## src/rtl/ex_stage_pkg.sv

```systemverilog
// rtl/ex_stage_pkg.sv - ALU control codes, divider states and shared helpers for the EX stage
package ex_stage_pkg;

    typedef enum logic [4:0] {
        ALU_ADD    = 5'd0,
        ALU_SUB    = 5'd1,
        ALU_SLL    = 5'd2,
        ALU_SLT    = 5'd3,
        ALU_SLTU   = 5'd4,
        ALU_XOR    = 5'd5,
        ALU_SRL    = 5'd6,
        ALU_SRA    = 5'd7,
        ALU_OR     = 5'd8,
        ALU_AND    = 5'd9,
        ALU_BEQ    = 5'd10,
        ALU_BNE    = 5'd11,
        ALU_BLT    = 5'd12,
        ALU_BGE    = 5'd13,
        ALU_BLTU   = 5'd14,
        ALU_BGEU   = 5'd15,
        ALU_PASSB  = 5'd16,
        ALU_MUL    = 5'd17,
        ALU_MULH   = 5'd18,
        ALU_MULHSU = 5'd19,
        ALU_MULHU  = 5'd20,
        ALU_DIV    = 5'd21,
        ALU_DIVU   = 5'd22,
        ALU_REM    = 5'd23,
        ALU_REMU   = 5'd24
    } alu_ctrl_e;

    typedef enum logic [1:0] {
        DIV_IDLE = 2'd0,
        DIV_BUSY = 2'd1,
        DIV_DONE = 2'd2
    } div_state_e;

    typedef enum logic [1:0] {
        DOP_DIV  = 2'd0,
        DOP_DIVU = 2'd1,
        DOP_REM  = 2'd2,
        DOP_REMU = 2'd3
    } div_op_e;

    function automatic logic is_div_code(input logic [4:0] ctrl);
        return (ctrl >= ALU_DIV) && (ctrl <= ALU_REMU);
    endfunction

endpackage

```

## src/rtl/ex_div.sv

```systemverilog
// rtl/ex_div.sv - iterative restoring divider, one quotient bit per cycle with sign fix-up
module ex_div
    import ex_stage_pkg::*;
#(
    parameter int XLEN       = 32,
    parameter int DIV_CYCLES = 32
) (
    input  logic            clk,
    input  logic            rst_n,
    input  logic            start,
    input  div_op_e         op,
    input  logic [XLEN-1:0] a,
    input  logic [XLEN-1:0] b,
    input  logic            flush,
    output logic            busy,
    output logic            done,
    output logic [XLEN-1:0] result
);

    localparam int CW = $clog2(DIV_CYCLES);

    div_state_e      state;
    logic [CW-1:0]   count;
    logic [XLEN-1:0] rem_q;
    logic [XLEN-1:0] quo_q;
    logic [XLEN-1:0] dvs_q;
    logic            neg_quo;
    logic            neg_rem;
    logic            want_rem;

    logic            op_signed;
    logic            a_neg;
    logic            b_neg;
    logic [XLEN-1:0] a_abs;
    logic [XLEN-1:0] b_abs;
    logic            div_zero;
    logic            div_ovf;
    logic [XLEN:0]   shifted;
    logic [XLEN:0]   diff;

    assign op_signed = (op == DOP_DIV) || (op == DOP_REM);
    assign a_neg     = op_signed & a[XLEN-1];
    assign b_neg     = op_signed & b[XLEN-1];
    assign a_abs     = a_neg ? ('0 - a) : a;
    assign b_abs     = b_neg ? ('0 - b) : b;
    assign div_zero  = (b == '0);
    assign div_ovf   = op_signed && (a == {1'b1, {(XLEN-1){1'b0}}}) && (b == '1);

    // Partial remainder shifted left by one with the next dividend bit; a clear
    // borrow bit means the divisor fits and the quotient bit is 1.
    assign shifted = {rem_q, quo_q[XLEN-1]};
    assign diff    = shifted - {1'b0, dvs_q};

    assign busy = ((state == DIV_IDLE) && start) || (state == DIV_BUSY);
    assign done = (state == DIV_DONE);

    // Divider FSM: latch magnitudes in IDLE, iterate in BUSY, present result in DONE
    always_ff @(posedge clk or negedge rst_n) begin
        if (!rst_n) begin
            state    <= DIV_IDLE;
            count    <= '0;
            rem_q    <= '0;
            quo_q    <= '0;
            dvs_q    <= '0;
            neg_quo  <= 1'b0;
            neg_rem  <= 1'b0;
            want_rem <= 1'b0;
        end else begin
            case (state)
                DIV_IDLE: begin
                    if (start) begin
                        want_rem <= (op == DOP_REM) || (op == DOP_REMU);
                        count    <= '0;
                        if (div_zero) begin
                            // Special results are stored already final, so fix-up is disabled
                            quo_q   <= '1;
                            rem_q   <= a;
                            neg_quo <= 1'b0;
                            neg_rem <= 1'b0;
                            state   <= DIV_DONE;
                        end else if (div_ovf) begin
                            quo_q   <= {1'b1, {(XLEN-1){1'b0}}};
                            rem_q   <= '0;
                            neg_quo <= 1'b0;
                            neg_rem <= 1'b0;
                            state   <= DIV_DONE;
                        end else begin
                            quo_q   <= a_abs;
                            rem_q   <= '0;
                            dvs_q   <= b_abs;
                            neg_quo <= a_neg ^ b_neg;
                            neg_rem <= a_neg;
                            state   <= DIV_BUSY;
                        end
                    end
                end
                DIV_BUSY: begin
                    if (flush) begin
                        state <= DIV_IDLE;
                        count <= '0;
                    end else begin
                        rem_q <= diff[XLEN] ? shifted[XLEN-1:0] : diff[XLEN-1:0];
                        quo_q <= {quo_q[XLEN-2:0], ~diff[XLEN]};
                        if (count == CW'(DIV_CYCLES - 1)) begin
                            state <= DIV_DONE;
                            count <= '0;
                        end else begin
                            count <= count + 1'b1;
                        end
                    end
                end
                DIV_DONE: begin
                    state <= DIV_IDLE;
                    count <= '0;
                end
                default: begin
                    state <= DIV_IDLE;
                    count <= '0;
                end
            endcase
        end
    end

    // Sign correction: quotient negated when signs differ, remainder follows the dividend
    always_comb begin
        result = '0;
        if (done) begin
            if (want_rem) begin
                result = neg_rem ? ('0 - rem_q) : rem_q;
            end else begin
                result = neg_quo ? ('0 - quo_q) : quo_q;
            end
        end
    end

endmodule

```

## src/rtl/ex_stage.sv

```systemverilog
// rtl/ex_stage.sv - execute stage: ALU, branch resolve, multiply, divide stall and EX/MEM bubble
module ex_stage
    import ex_stage_pkg::*;
#(
    parameter int XLEN       = 32,
    parameter int DIV_CYCLES = 32
) (
    input  logic            clk,
    input  logic            rst_n,
    input  logic [XLEN-1:0] idex_op_a_i,
    input  logic [XLEN-1:0] idex_op_b_i,
    input  logic [4:0]      idex_reg_waddr_i,
    input  logic            idex_reg_we_i,
    input  logic [4:0]      idex_ALUctrl_i,
    input  logic            idex_btype_flag_i,
    input  logic [XLEN-1:0] idex_btype_jump_pc_i,
    input  logic            idex_mtype_i,
    input  logic            idex_mem_rw_i,
    input  logic            idex_mem_rdtype_i,
    input  logic [1:0]      idex_mem_width_i,
    input  logic [XLEN-1:0] idex_mem_wr_data_i,
    input  logic            idex_csr_we_i,
    input  logic [11:0]     idex_csr_waddr_i,
    input  logic [XLEN-1:0] idex_csr_rdata_i,
    input  logic            fc_flush_ex_i,
    output logic [XLEN-1:0] ex_result_o,
    output logic [4:0]      ex_reg_waddr_o,
    output logic            ex_reg_we_o,
    output logic            ex_jump_flag_o,
    output logic [XLEN-1:0] ex_jump_pc_o,
    output logic            ex_stall_req_o,
    output logic            ex_mtype_o,
    output logic            ex_mem_rw_o,
    output logic [1:0]      ex_mem_width_o,
    output logic [XLEN-1:0] ex_mem_wr_data_o,
    output logic            ex_mem_rdtype_o,
    output logic            ex_csr_we_o,
    output logic [11:0]     ex_csr_waddr_o,
    output logic [XLEN-1:0] ex_csr_rdata_o
);

    localparam int SW = $clog2(XLEN);

    alu_ctrl_e         op;
    logic [SW-1:0]     shamt;
    logic [XLEN-1:0]   alu_res;
    logic              br_cond;
    logic              mul_a_signed;
    logic              mul_b_signed;
    logic [2*XLEN-1:0] mul_a;
    logic [2*XLEN-1:0] mul_b;
    logic [2*XLEN-1:0] product;
    logic              div_start;
    div_op_e           div_op;
    logic              div_busy;
    logic              div_done;
    logic [XLEN-1:0]   div_result;
    logic              stall;

    assign op    = alu_ctrl_e'(idex_ALUctrl_i);
    assign shamt = idex_op_b_i[SW-1:0];

    // One shared 64-bit multiplier; operand extension picks the signedness of the high half
    assign mul_a_signed = (op == ALU_MULH) || (op == ALU_MULHSU);
    assign mul_b_signed = (op == ALU_MULH);
    assign mul_a   = {{XLEN{mul_a_signed & idex_op_a_i[XLEN-1]}}, idex_op_a_i};
    assign mul_b   = {{XLEN{mul_b_signed & idex_op_b_i[XLEN-1]}}, idex_op_b_i};
    assign product = mul_a * mul_b;

    // Single-cycle ALU, branch condition and multiply-half selection
    always_comb begin
        alu_res = '0;
        br_cond = 1'b0;
        case (op)
            ALU_ADD:    alu_res = idex_op_a_i + idex_op_b_i;
            ALU_SUB:    alu_res = idex_op_a_i - idex_op_b_i;
            ALU_SLL:    alu_res = idex_op_a_i << shamt;
            ALU_SLT:    alu_res = {{(XLEN-1){1'b0}}, $signed(idex_op_a_i) < $signed(idex_op_b_i)};
            ALU_SLTU:   alu_res = {{(XLEN-1){1'b0}}, idex_op_a_i < idex_op_b_i};
            ALU_XOR:    alu_res = idex_op_a_i ^ idex_op_b_i;
            ALU_SRL:    alu_res = idex_op_a_i >> shamt;
            ALU_SRA:    alu_res = $signed(idex_op_a_i) >>> shamt;
            ALU_OR:     alu_res = idex_op_a_i | idex_op_b_i;
            ALU_AND:    alu_res = idex_op_a_i & idex_op_b_i;
            ALU_BEQ:    br_cond = (idex_op_a_i == idex_op_b_i);
            ALU_BNE:    br_cond = (idex_op_a_i != idex_op_b_i);
            ALU_BLT:    br_cond = ($signed(idex_op_a_i) < $signed(idex_op_b_i));
            ALU_BGE:    br_cond = ($signed(idex_op_a_i) >= $signed(idex_op_b_i));
            ALU_BLTU:   br_cond = (idex_op_a_i < idex_op_b_i);
            ALU_BGEU:   br_cond = (idex_op_a_i >= idex_op_b_i);
            ALU_PASSB:  alu_res = idex_op_b_i;
            ALU_MUL:    alu_res = product[XLEN-1:0];
            ALU_MULH:   alu_res = product[2*XLEN-1:XLEN];
            ALU_MULHSU: alu_res = product[2*XLEN-1:XLEN];
            ALU_MULHU:  alu_res = product[2*XLEN-1:XLEN];
            default:    alu_res = '0;
        endcase
    end

    // Map the divide codes onto the divider's own operation select
    always_comb begin
        div_op = DOP_DIV;
        case (op)
            ALU_DIVU: div_op = DOP_DIVU;
            ALU_REM:  div_op = DOP_REM;
            ALU_REMU: div_op = DOP_REMU;
            default:  div_op = DOP_DIV;
        endcase
    end

    assign div_start = is_div_code(idex_ALUctrl_i);

    ex_div #(
        .XLEN       (XLEN),
        .DIV_CYCLES (DIV_CYCLES)
    ) u_div (
        .clk    (clk),
        .rst_n  (rst_n),
        .start  (div_start),
        .op     (div_op),
        .a      (idex_op_a_i),
        .b      (idex_op_b_i),
        .flush  (fc_flush_ex_i),
        .busy   (div_busy),
        .done   (div_done),
        .result (div_result)
    );

    // A pending divide turns this slot into a bubble: no write, no redirect, no memory op
    assign stall          = div_busy;
    assign ex_stall_req_o = stall;
    assign ex_result_o    = div_start ? (div_done ? div_result : '0) : alu_res;
    assign ex_reg_we_o    = idex_reg_we_i & ~stall;
    assign ex_reg_waddr_o = stall ? 5'd0 : idex_reg_waddr_i;
    assign ex_jump_flag_o = idex_btype_flag_i & br_cond & ~stall;
    assign ex_jump_pc_o   = ex_jump_flag_o ? idex_btype_jump_pc_i : '0;

    assign ex_mtype_o       = stall ? 1'b0  : idex_mtype_i;
    assign ex_mem_rw_o      = stall ? 1'b0  : idex_mem_rw_i;
    assign ex_mem_width_o   = stall ? 2'b00 : idex_mem_width_i;
    assign ex_mem_wr_data_o = stall ? '0    : idex_mem_wr_data_i;
    assign ex_mem_rdtype_o  = stall ? 1'b0  : idex_mem_rdtype_i;
    assign ex_csr_we_o      = stall ? 1'b0  : idex_csr_we_i;
    assign ex_csr_waddr_o   = stall ? 12'd0 : idex_csr_waddr_i;
    assign ex_csr_rdata_o   = stall ? '0    : idex_csr_rdata_i;

endmodule

```

## config.mk

```make
export PLATFORM = sky130hd
export DESIGN_NAME = ex_stage
export DESIGN_NICKNAME = d
export VERILOG_FILES = /design/src/rtl/ex_stage_pkg.sv /design/src/rtl/ex_div.sv /design/src/rtl/ex_stage.sv
export SDC_FILE = /design/constraint.sdc
export NUM_CORES = 2
export LEC_CHECK = 0
export ABC_AREA = 1
export CAP_MARGIN = 0
export CORE_UTILIZATION = 58
export DETAILED_ROUTE_END_ITERATION = 7
export PLACE_DENSITY = 0.92
export SLEW_MARGIN = 20
export SYNTH_ARGS = -nofsm -noshare
export SYNTH_HDL_FRONTEND = slang
export SYNTH_SLANG_ARGS = --single-unit
export TNS_END_PERCENT = 100
```

## constraint.sdc

```tcl
create_clock -name clk -period 9.7 [get_ports clk]
set_input_delay 0.97 -clock clk [delete_from_list [all_inputs] [get_ports clk]]
set_output_delay 0.97 -clock clk [all_outputs]
set_load 0.05 [all_outputs]
```

==> results of run 1 <==
## timing repair
item                       in CTS
cloned                          1
setup buffers                  11
resized for setup             161
setup endpoints to repair      30
pin swaps                      52
## layer usage
layer  track usage [%]  GRT overflow
met1             77.49            41
met2             89.64           144
met3             53.23            43
met4             61.82            88
met5             32.52             9
## Yosys cell counts, drive strengths merged (5+ instances only)
master	instances
a21boi	10
a21o	7
a21oi	358
a31oi	12
and2	5
buf	186
clkbuf	238
clkinv	7
dfrtp	106
fa	1128
ha	348
inv	2194
nand2	2449
nand3	575
nand3b	23
nand4	87
nor2	800
nor3	80
nor4	20
o2111ai	8
o211ai	30
o21a	7
o21ai	364
o21bai	23
o221ai	7
o22ai	49
or2	23
xnor2	23
xor2	61
## stage by stage
stage,std cells,cell area [sq um]
after CTS,11170,71360
after floorplan,9253,62040
after detailed placement,11140,70250
after global placement,11140,70240
## cells by family after synthesis
logic type	after synthesis	synth area share, %
simple gates	4071	27.08
buf+inv	2625	16.18
fa+ha+maj	1476	43.42
compound gates	889	7.831
flops	106	4.275
xor+xnor	84	1.186
mux	2	0.03227
==> flow_results.org, run 1 <==
** Die
- The floorplan step set the die height to 329.1 um.
- The floorplan has 119 rows.
- I/O pin total :: 347
- Die W :: 329.1 um
- Initial core utilization :: 58.69%

** Synth
- Synthesized cell area :: 0.06204 sq mm
- Synthesis handed over a netlist of 9,253 instances.
- Share of async-settable or async-resettable flops after synthesis :: between 90% and 100%
- Area fraction of the dominant cell type after synthesis :: 36.40%
- A synthesized cell averages 6.705 sq um.
- Cell taking the most area after synthesis :: sky130_fd_sc_hd__fa_1
- Nets in the synthesized netlist :: 10,920
- Yosys attributes the largest share of cell area to sky130_fd_sc_hd__fa_1 (36%), sky130_fd_sc_hd__nand2_1 (15%), sky130_fd_sc_hd__inv_1 (13%).
- The synthesized design contains 0 enable-type register cells.
- For this run, the number of Yosys warnings is 0.
- Sequential cell area fraction in the yosys report :: 4.275%
- Number of flip-flops and latches in the synthesized netlist :: 106
- Number of library cell types mapped by synthesis :: 58
- For this run, the leading register cell type out of synthesis is sky130_fd_sc_hd__dfrtp_1.

** Place
- Detailed placement finished with a half-perimeter wire length of 254,600 um.
- Place WS :: -0.6157 ns
- Final weighted congestion of routability-driven global placement :: 1.149
- Input and output buffers added on the ports amount to 346.

** Run status
- Status :: aborted with a tool error
- The tool reported: "[ERROR GRT-0232] Routing congestion too high. Check the congestion heatmap in the GUI".
- The run ended at global routing (5_1_grt).

** Global routing
- After global routing the overflow that remains totals 325.
- In the global route stage, overall resource usage came out at 72.28%.
- Pin count of the biggest net entering global routing :: 91

** Clock tree
- The tree is rooted in a sky130_fd_sc_hd__clkbuf_16.
- Hold buffer count at CTS :: 0
- The number of clock buffers added by TritonCTS is 9.
- In this run the number of H-tree levels came out at 3.
- Number of sinks handled by clock tree synthesis :: ~110
- Number of buffers between clock root and the deepest sink :: 2

** Timing
- Endpoint with the least setup slack after the last global-route repair :: ex_result_o[16]
- After the last repair the worst path ends at an output port.
==> run 2: changes to the inputs <==
Settings changed: CORE_UTILIZATION 58 to 40, PLACE_DENSITY 0.92 to not set, PLACE_DENSITY_LB_ADDON set to 0.15.
Clock period 9.7 ns to 12.6 ns, I/O delays scaled along.
==> run 2 against run 1 <==
  * Synthesized cell count is the same
  * Synthesized area stayed put
  * The flow now finishes without violations
==> flow_results.org, run 2 <==
** Run status
- The flow ran to the end, and the final reports show no timing, DRC or antenna violations.

** Timing
- Min cycle time layout :: between 10 and 15 ns
- Total Negative Setup Slacks :: 0 ns
- Static timing analysis puts the maximum clock frequency at around 83 MHz.
- Hold Violations, Final :: 0
- At the pin with the least slew margin, the transition time is between 1 and 1.5 ns.
- Setup repair after global routing left no endpoint under its margin.
- Dividing the final minimum period by the clock period gives a little over nine tenths.
- Measured against its own limit, the worst slew margin works out to about a fifth.
- Max Clock Skew :: a little over 0.01 ns
- Setup violations remaining at the end of the flow were counted as 0.
- Max-slew violation count :: 0

** Layout
- In the layout the commonest cells are sky130_fd_sc_hd__nand2_1 (2,434), sky130_fd_sc_hd__inv_1 (2,170), sky130_fd_sc_hd__fa_1 (1,128).
- The largest registers in the layout are u_div.dvs_q (32), u_div.quo_q (32), u_div.rem_q (32).
- In the final layout, the share of cells above drive strength 1 is about 4.3%.
- Post-Route Utilization :: ~44%
- Syn-to-layout area delta :: 9.303%
- Leaving out fill and tap cells, the most frequent cell in the layout is sky130_fd_sc_hd__nand2_1.
- Number of nets in the final layout :: 11,020

** Synth
- The net count after synthesis came to 10,920 (unchanged).
- Area fraction of the dominant cell type after synthesis :: 36.40% (unchanged)
- Number of flip-flops and latches in the synthesized netlist :: 106 (unchanged)
- Synth top area cells :: sky130_fd_sc_hd__fa_1 (36%), sky130_fd_sc_hd__nand2_1 (15%), sky130_fd_sc_hd__inv_1 (13%)
- The average cell area after synthesis was 6.705 sq um (unchanged).
- The share of the yosys chip area belonging to registers came to 4.275% (unchanged).
- The share of the synthesized area in compound gates (AO/OA/AOI/OAI) was 7.831% (unchanged).
- Share of synthesized area spent on multiplexers :: 0.03227% (unchanged)
- Most frequent cells after synthesis :: sky130_fd_sc_hd__nand2_1 (2,436), sky130_fd_sc_hd__inv_1 (2,171), sky130_fd_sc_hd__fa_1 (1,128), sky130_fd_sc_hd__nor2_1 (759), sky130_fd_sc_hd__nand3_1 (573)
- The area of the mapped netlist came to 0.06204 sq mm (unchanged).
- Share of async-settable or async-resettable flops after synthesis :: 100.0% (unchanged)
- Yosys warnings :: 0 (unchanged)
- Cell taking the most area after synthesis :: sky130_fd_sc_hd__fa_1
- After synthesis, the largest family of logic cells by area is adder cells.
- The synthesized-area fraction occupied by adder cells came to 43.42% (unchanged).
- Most repeated cell in the gate-level netlist after synthesis :: sky130_fd_sc_hd__nand2_1
- The distinct cell type count after synthesis is 58 (unchanged).
- Commonest register cell after synthesis :: sky130_fd_sc_hd__dfrtp_1
- Count of flip-flops with a built-in enable after synthesis :: 0 (unchanged)
- The gate count of the mapped netlist is 9,253 (unchanged).
- Synth Area in XOR/XNOR :: 1.186% (unchanged)
- Share of synthesized cell area in and, or, nand and nor gates :: 27.08% (unchanged)

** Worst hold path
- Worst hold path type :: reg -> reg
- Launch point of the worst hold path :: u_div.dvs_q[12]$_DFFE_PN0P_

** Die
- The die covers 0.1567 sq mm.
- Number of rows created at floorplan :: 144 (+21%)
- The chip height came to 395.8 um (+20%).
- The horizontal die dimension was 395.8 um (+20%).
- Area inside the core boundary :: approximately 0.15 sq mm
- The I/O pin total was 347 (unchanged).
- Initial core utilization :: 40.27% (-18 points)

** Drt
- Antenna violation net count after detailed routing :: 0
- Number of remaining DRC errors :: 0
- For this block, the initial DRC count from the detailed router was 6,394.
- Via density per instance :: between 5 and 6
- Wires add up to slightly above 300,000 um.
- Routed wire length per instance :: 26.61 um
- DR vias :: around 62,000
- Pre-antenna DRT Iters :: 8

** Setup path
- Data arrival time of the critical path :: 10.84 ns
- Counting stages on the worst path, the most repeated cell is sky130_fd_sc_hd__fa_1.
- STA classifies the critical path endpoint as an output port.
- Worst reg2reg path startpoint :: u_div.state[1]$_DFFE_PN0P_
- Worst path max stage delay :: 0.88 ns
- Kind of cell adding the most delay to the critical path :: adder cells
- Count of buffer and inverter cells on the critical path :: 9
- Of all nets on the critical path, the largest fanout is 12.
- Slowest stage cell on the critical path :: sky130_fd_sc_hd__clkdlybuf4s50_1
- Tracing the worst setup path back leads to its startpoint at idex_ALUctrl_i[3].
- Endpoint required time on the critical path :: 11.34 ns
- The setup path with the least slack is of type in -> out.
- STA classifies the critical path startpoint as an input pin.

** Place
- Final weighted congestion of routability-driven global placement :: 1.058 (-8.0%)
- The number of input and output port buffers inserted came to 346 (unchanged).
- The post-DP HPWL came to 262,200 um (+3.0%).

** Clock tree
- CTS tree :: yes
- Number of buffers between clock root and the deepest sink :: 2 (unchanged)
- The total CTS buffers was 9 (unchanged).
- CTS placed an instance of sky130_fd_sc_hd__clkbuf_16 at the clock tree root.
- Post-CTS setup buffer count :: 0 (-11)
- Clock-pin slew was measured on the worst setup and hold paths at 0.09 ns.
- Hold buffer count at CTS :: 0 (unchanged)
- Number of sinks handled by clock tree synthesis :: 106 (unchanged)
- Number of resized instances in the post-cts repair step :: 0 (-100%)
- CTS HTree Levels :: 3 (unchanged)
- Clock latency on the worst-skew pair, taken at its later pin, is 0.39 ns.

** Global routing
- The total overflow left after global routing is 0.
- Pin count of the biggest net entering global routing :: 91
- The first global-routing pass estimated about 440,000 um of wire.
- For this run, the total global-route usage over all layers was measured as 38.63%.
- Number of global-route vias before repair :: 62,070
- The number of antenna violations at the first check in global routing came to 23.

** Job
- The tool flagged a number of max-cap violations equal to 0.
[run 2: cell counts after synthesis]
Identical to the previous run, type by type.
[run 2: path summary, 6_finish.rpt]
path	slack [ns]	endpoint	cells past startpoint
max in group asynchronous	10.33	u_div.rem_q[0]$_DFFE_PN0P_	2
worst min register to register	0.50	u_div.dvs_q[12]$_DFFE_PN0P_	2
worst max register to register	8.81	u_div.rem_q[31]$_DFFE_PN0P_	12
min in group asynchronous	0.91	u_div.want_rem$_DFFE_PN0P_	1
worst max-delay path	0.50	ex_result_o[4]	28
worst min-delay path	0.50	u_div.dvs_q[12]$_DFFE_PN0P_	2
[run 2: worst register-to-register path, stage by stage (launching register included)]
cell and delay (ns):
sky130_fd_sc_hd__dfrtp_1 0.43, sky130_fd_sc_hd__nor2_4 0.11, sky130_fd_sc_hd__buf_4 0.48, sky130_fd_sc_hd__inv_1 0.32
sky130_fd_sc_hd__buf_4 0.32, sky130_fd_sc_hd__nor2_1 0.23, sky130_fd_sc_hd__inv_1 0.11, sky130_fd_sc_hd__nand2_2 0.07
sky130_fd_sc_hd__buf_4 0.40, sky130_fd_sc_hd__buf_4 0.57, sky130_fd_sc_hd__o21ai_0 0.42, sky130_fd_sc_hd__inv_1 0.14
sky130_fd_sc_hd__a21oi_1 0.07
[run 2: kinds of logic after synthesis]
logic type	Yosys count
and+or+nand+nor	4071
buffers and inverters	2625
adders and majority gates	1476
muxes	2
DFF	106
AOI/OAI and AO/OA	889
xor gates and xnor gates	84
[run 2: cell type report]
| cell class | count | area [sq um] |
|---|---|---|
| Fill cell | 16450 | 86230 |
| Multi-Input combinational cell | 6522 | 49400 |
| Inverter | 2201 | 8262 |
| Timing Repair Buffer | 513 | 4652 |
| Sequential cell | 106 | 2653 |
| Tap cell | 2044 | 2557 |
| Clock buffer | 9 | 225.2 |
| Clock inverter | 7 | 58.81 |
| Antenna cell | 4 | 10.01 |
[run 2: per-layer routing]
layer / track usage (%) / part of all wire (%) / wire (um) / vias to the layer above
met5: 0 / 0.054 / 163 / -
met4: 16.75 / 5.1 / 15600 / 24
met3: 7.426 / 8.5 / 25750 / 566
met2: 60.84 / 45 / 136200 / 2775
met1: 51.54 / 41 / 125700 / 31250
li1: - / - / - / 27690
[run 2: per-stage QoR]
step / worst slack, ns / cells / hold slack [ns] / instance area, sq um
6_report: 0.4966 / 11410 / 0.5009 / 67810
2_1_floorplan: 2.324 / 9253 / 0.4483 / 62040
5_1_grt: 0.1138 / 11400 / 0.5182 / 67810
4_1_cts: 0.6477 / 11400 / 0.4963 / 67800
3_5_place_dp: 0.6774 / 11390 / 0.4741 / 67510
3_3_place_gp: 0.5993 / 11390 / 0.4647 / 67510
Power of run 2 is left out: the tool's default activity adds up to more than one toggle a clock period on the data nets, which glitch-free logic cannot reach.
